===== src/rtl/fifo_rr_arbiter.sv =====
// Round-robin arbiter sharing one FIFO write port among NUM_IN requesters.
// Grants are held for a whole burst; a burst only starts when the FIFO can absorb MAX_BURST beats.
module fifo_rr_arbiter #(
  parameter int unsigned NUM_IN    = 4,
  parameter int unsigned WIDTH     = 32,
  parameter int unsigned FIFO_NUM  = 4,
  parameter int unsigned MAX_BURST = 2,
  localparam int unsigned IdxW  = (NUM_IN > 1) ? $clog2(NUM_IN) : 1,
  localparam int unsigned FreeW = $clog2(FIFO_NUM) + 1,
  localparam int unsigned CntW  = $clog2(MAX_BURST) + 1
) (
  input  logic                    clk,
  input  logic                    rst,
  input  logic [NUM_IN-1:0]       IN_valid,
  input  logic [NUM_IN*WIDTH-1:0] IN_data,
  input  logic [NUM_IN-1:0]       IN_last,
  output logic [NUM_IN-1:0]       OUT_ready,
  input  logic [FreeW-1:0]        IN_free,
  output logic                    OUT_valid,
  output logic [WIDTH-1:0]        OUT_data,
  input  logic                    IN_ready,
  output logic [IdxW-1:0]         OUT_grantIdx,
  output logic                    OUT_locked,
  output logic                    OUT_burstErr
);

  typedef enum logic {StIdle, StBurst} state_e;

  localparam logic [FreeW-1:0] MaxBurstFree = FreeW'(MAX_BURST);
  localparam logic [CntW-1:0]  MaxBurstCnt  = CntW'(MAX_BURST);
  localparam logic [IdxW-1:0]  LastIdx      = IdxW'(NUM_IN - 1);

  state_e          r_state;
  logic [IdxW-1:0] r_owner;
  logic [IdxW-1:0] r_rr_ptr;
  logic [CntW-1:0] r_beat_cnt;
  logic            r_burst_err;

  state_e          w_state_d;
  logic [IdxW-1:0] w_owner_d;
  logic [IdxW-1:0] w_rr_ptr_d;
  logic [CntW-1:0] w_beat_cnt_d;
  logic            w_burst_err_d;

  logic [IdxW-1:0] w_sel;
  logic [IdxW-1:0] w_cand;
  logic            w_found;
  logic            w_locked;
  logic            w_gate;
  logic            w_fire;
  logic            w_last;
  logic            w_overrun;
  logic [IdxW-1:0] w_next_ptr;

  assign w_locked = (r_state == StBurst);

  // First valid requester at or after rrPtr; the lock pins selection to the owner.
  always_comb begin
    w_sel   = r_rr_ptr;
    w_cand  = '0;
    w_found = 1'b0;
    if (w_locked) begin
      w_sel = r_owner;
    end else begin
      for (int k = 0; k < int'(NUM_IN); k++) begin
        w_cand = IdxW'((int'(r_rr_ptr) + k) % int'(NUM_IN));
        if (!w_found && IN_valid[w_cand]) begin
          w_sel   = w_cand;
          w_found = 1'b1;
        end
      end
    end
  end

  assign w_gate     = w_locked || (IN_free >= MaxBurstFree);
  assign w_last     = IN_last[w_sel];
  assign w_overrun  = (r_beat_cnt + CntW'(1)) == MaxBurstCnt;
  assign w_next_ptr = (w_sel == LastIdx) ? '0 : w_sel + IdxW'(1);

  always_comb begin
    OUT_ready = '0;
    if (!rst && w_gate && IN_ready) begin
      OUT_ready[w_sel] = 1'b1;
    end
  end

  assign OUT_valid    = !rst && w_gate && IN_valid[w_sel];
  assign OUT_data     = IN_data[int'(w_sel) * WIDTH +: WIDTH];
  assign OUT_grantIdx = rst ? '0 : w_sel;
  assign OUT_locked   = !rst && w_locked;
  assign OUT_burstErr = !rst && r_burst_err;
  assign w_fire       = OUT_valid && IN_ready;

  always_comb begin
    w_state_d     = r_state;
    w_owner_d     = r_owner;
    w_rr_ptr_d    = r_rr_ptr;
    w_beat_cnt_d  = r_beat_cnt;
    w_burst_err_d = r_burst_err;
    if (w_fire) begin
      if (w_last || w_overrun) begin
        // Overrun forces a release so a runaway requester cannot starve the others.
        w_state_d    = StIdle;
        w_beat_cnt_d = '0;
        w_rr_ptr_d   = w_next_ptr;
        if (!w_last) begin
          w_burst_err_d = 1'b1;
        end
      end else begin
        w_state_d    = StBurst;
        w_owner_d    = w_sel;
        w_beat_cnt_d = r_beat_cnt + CntW'(1);
      end
    end
  end

  always_ff @(posedge clk) begin
    if (rst) begin
      r_state     <= StIdle;
      r_owner     <= '0;
      r_rr_ptr    <= '0;
      r_beat_cnt  <= '0;
      r_burst_err <= 1'b0;
    end else begin
      r_state     <= w_state_d;
      r_owner     <= w_owner_d;
      r_rr_ptr    <= w_rr_ptr_d;
      r_beat_cnt  <= w_beat_cnt_d;
      r_burst_err <= w_burst_err_d;
    end
  end

endmodule


===== config.mk =====
export PLATFORM = sky130hd
export DESIGN_NAME = fifo_rr_arbiter
export DESIGN_NICKNAME = d
export VERILOG_FILES = /design/src/rtl/fifo_rr_arbiter.sv
export SDC_FILE = /design/constraint.sdc
export NUM_CORES = 1
export LEC_CHECK = 0
export CAP_MARGIN = 30
export CORE_MARGIN = 2
export CORE_UTILIZATION = 30
export CTS_BUF_LIST = sky130_fd_sc_hd__clkbuf_4
export CTS_CLUSTER_SIZE = 10
export DETAILED_ROUTE_END_ITERATION = 16
export PLACE_DENSITY = 0.84
export SLEW_MARGIN = 20
export SYNTH_ARGS = -nofsm -noshare
export SYNTH_HDL_FRONTEND = slang
export SYNTH_SLANG_ARGS = --single-unit

===== constraint.sdc =====
create_clock -name clk -period 4.6 [get_ports clk]
set_input_delay 1.38 -clock clk [delete_from_list [all_inputs] [get_ports clk]]
set_output_delay 1.38 -clock clk [all_outputs]
set_load 0.02 [all_outputs]

==> implementation parameters <==
Parameter                              Value

Layout
  Most used cells in the layout excluding fill and tap cells    clkdlybuf4s50_1 (138), nand2_1 (134), and3_1 (35), buf_4 (33), a31oi_1 (26)
  Most common library cell in the layout ignoring fill and taps    clkdlybuf4s50_1
  Number of nets in the finished design    649
  Finished layout cell area    3940 µm²
  Ant. Diodes    0
  Share of layout cells above drive strength 1    0.194
  Area growth from synthesis to final layout    126%

Synthesis
  Share of synthesized area occupied by flip-flops and latches    0.0918
  Total standard cell area after synthesis    1740 µm²
  Post-synth net total    449
  Mean instance size in the synthesized netlist    5.78 µm²
  Number of register bits inferred by synthesis    8
  Proportion of register bits with asynchronous set or reset after synthesis    0
  Number of enable-type register cells in the synthesized netlist    0
  Synthesized netlist cell count    302
  Cell variety after synth    48
  Top FF cell, synth    dfxtp_1
  Synth Warn #    0

Die
  Initial core utilization    0.313
  IO Pins    183
  Core ar.    5570 µm²
  Die extent in x    80.3 µm
  Total number of placement rows    27
  Die outline area    6440 µm²
  Y dimension of the die    80.3 µm

Min path
  Count of cells along the worst hold path    2
  Min-Delay Endpoint    r_owner[0]$_SDFFE_PP0P_
  Hold Startpoint    r_owner[0]$_SDFFE_PP0P_
  Tightest Hold Check Type    flip-flop to flip-flop

Power
  Peak VDD IR    0.136 mV
  Final Total Pwr    939 µW
  Sw power    439 µW
  Proportion of power drawn by combinational gates    0.854
  Clk network pwr share    0.060
  Cell internal pwr    500 µW
  PwrDens    238 nW/µm²
  Leakage power    1.85 nW
  Switching share of total power    0.467
  Part of the power in registers    0.086

Run
  Max-capacitance violation count    0

Global routing
  Initial antenna violation count    0
  Overall fraction of global-route tracks in use    0.247
  Grt ovf    0
  Via count of the first global-routing pass    2801
  Largest net degree at the start of global routing    29
  First-pass GRT wire length    12900 µm

STA
  Final Slew Violations    0
  Max Fclk    218 MHz
  Clock period minus worst slack    4580 ps
  Crit share post-route    0.995
  Setup violation total in the final timing report    0
  Max-slew headroom    0.628
  Transition time at the pin with the least slew margin    556 ps
  Setup Skew    0.667 ps
  Final hold violation count    0

Clock network
  Root buffer selected by CTS    clkbuf_4
  H-tree lvl count    1
  Latest clock arrival within the worst-skew pair    260 ps
  Max clock buf depth    2
  Total clock buffers created by CTS    3
  Hold-fix buffer count after cts    0
  TritonCTS clock tree    yes
  Clock tree sinks    8
  CTS clock-pin slew for the worst setup and hold paths    60 ps

Worst setup path
  Critical path type    input pin to primary output
  Crit path launch type    input pin
  Data required, critical path    3220 ps
  R2R depth    9
  Capturing element type of the critical path    primary output
  Minimum setup slack among reg-to-reg paths    2000 ps
  Maximum fanout along the worst path    8
  Critical R2R Capture    r_owner[0]$_SDFFE_PP0P_
  Worst endpoint data arrival time    3200 ps
  Crit Reg-Reg Startpoint    r_state$_SDFFE_PP0N_

Placement
  Half-perimeter wire length after placement    6570 µm
  Weighted congestion reported at the end of routability-driven placement    0.890
  Number of buffer cells added on primary ports    181
  Standard cell area after detailed placement    3830 µm²

Drt
  Number of violations reported at the end of detailed-routing iteration 0    82
  Drt pass-1 iters    4
  Residual antenna-violating net count after detailed routing    0
  Vias per cell    5.12
  Via Count    2928
  Routed wire length    8860 µm
  Wire length per cell    15.5 µm
  Drt drc    0

Run status
  Run status    completed
layout make-up:
class,instances,area (µm²)
Timing Repair Buffer,218,2070
Fill cell,462,1630
Multi-Input combinational cell,263,1550
Sequential cell,8,160
Tap cell,72,90.1
Inverter,8,40.0
Clock buffer,3,22.5
timing repair:
item | CTS | global route
gates resized for setup | 189 | 38
gates cloned | 2 | 0
buffers inserted | 3 | 4
setup endpoints to repair | 39 | 32
pin swaps | 3 | 3
endpoints found under the hold margin | 0 | 0
per-layer routing:
layer	up-vias	wire length, µm	track usage
met5	-	0	0
met2	141	4550	0.463
met4	0	143	0.0407
met1	1327	3410	0.294
met3	14	755	0.0416
li1	1446	-	-
through the flow:
| step | std cells | util | setup WS [ps] | hold slack [ps] | TNS [ps] |
|---|---|---|---|---|---|
| after floorplan | 302 | - | 82.9 | 442 | 0 |
| after global placement | 560 | 0.687 | -614 | 456 | -20880 |
| after detailed placement | 560 | 0.687 | -640 | 465 | -22120 |
| after CTS | 568 | 0.684 | -37.6 | 474 | -45.1 |
| after global routing | 572 | 0.707 | -47.8 | 501 | -651 |
| final | 572 | 0.707 | 22.1 | 473 | 0 |
state kept, by name (all words and copies together), names as in the netlist:
signal       count
r_state          1
r_beat_cnt       2
r_rr_ptr         2
r_owner          2
r_burst_err      1
power by group through the flow:
stage	clock network, mW	registers (mW)	logic [mW]
after detailed placement	0	0.0818	0.782
after global placement	0	0.0816	0.773
after global routing	0.0585	0.0810	0.860
after floorplan	0	0.0784	0.373
final	0.0562	0.0804	0.802
after CTS	0.0551	0.0803	0.749
worst max-delay path, stage by stage:
cell             delay (ps)
clkdlybuf4s15_1         200
nor2b_4                 140
buf_4                   140
a2111oi_4               230
o32a_4                  260
nor2_4                   40
buf_4                   140
buf_4                   140
buf_4                   170
a31oi_2                 180
buf_4                   180
synthesized netlist by cell type (3+ instances only):
cell type	number	share of area
a31oi_1	33	0.12
and3_1	36	0.13
buf_2	5	0.014
clkbuf_1	17	0.037
dfxtp_1	8	0.092
ha_1	5	0.036
inv_1	5	0.011
mux2i_1	5	0.029
nand2_1	134	0.29
nor2_1	8	0.017
nor2b_1	3	0.011
logic make-up after synthesis:
| family | after synthesis | share of synthesized area |
|---|---|---|
| adder cells (fa/ha/maj) | 5 | 0.0359 |
| multiplexers | 8 | 0.0502 |
| buffers and inverters | 31 | 0.0710 |
| AO/OA/AOI/OAI | 54 | 0.235 |
| AND/OR/NAND/NOR | 196 | 0.517 |
| flip-flops | 8 | 0.0918 |
worst max path at each step:
stage / depth (start not counted) / from / endpoint / slack (ps)
floorplan: 9 / IN_valid[0] / OUT_data[0] / 80
global placement: 11 / IN_valid[0] / OUT_data[30] / -610
detailed placement: 11 / IN_valid[0] / OUT_data[26] / -640
CTS: 9 / IN_valid[2] / OUT_valid / -40
global route: 11 / IN_valid[0] / OUT_data[9] / -50
finish: 11 / IN_valid[0] / OUT_data[26] / 20
Note: power is estimated with default switching activity, not from simulation.
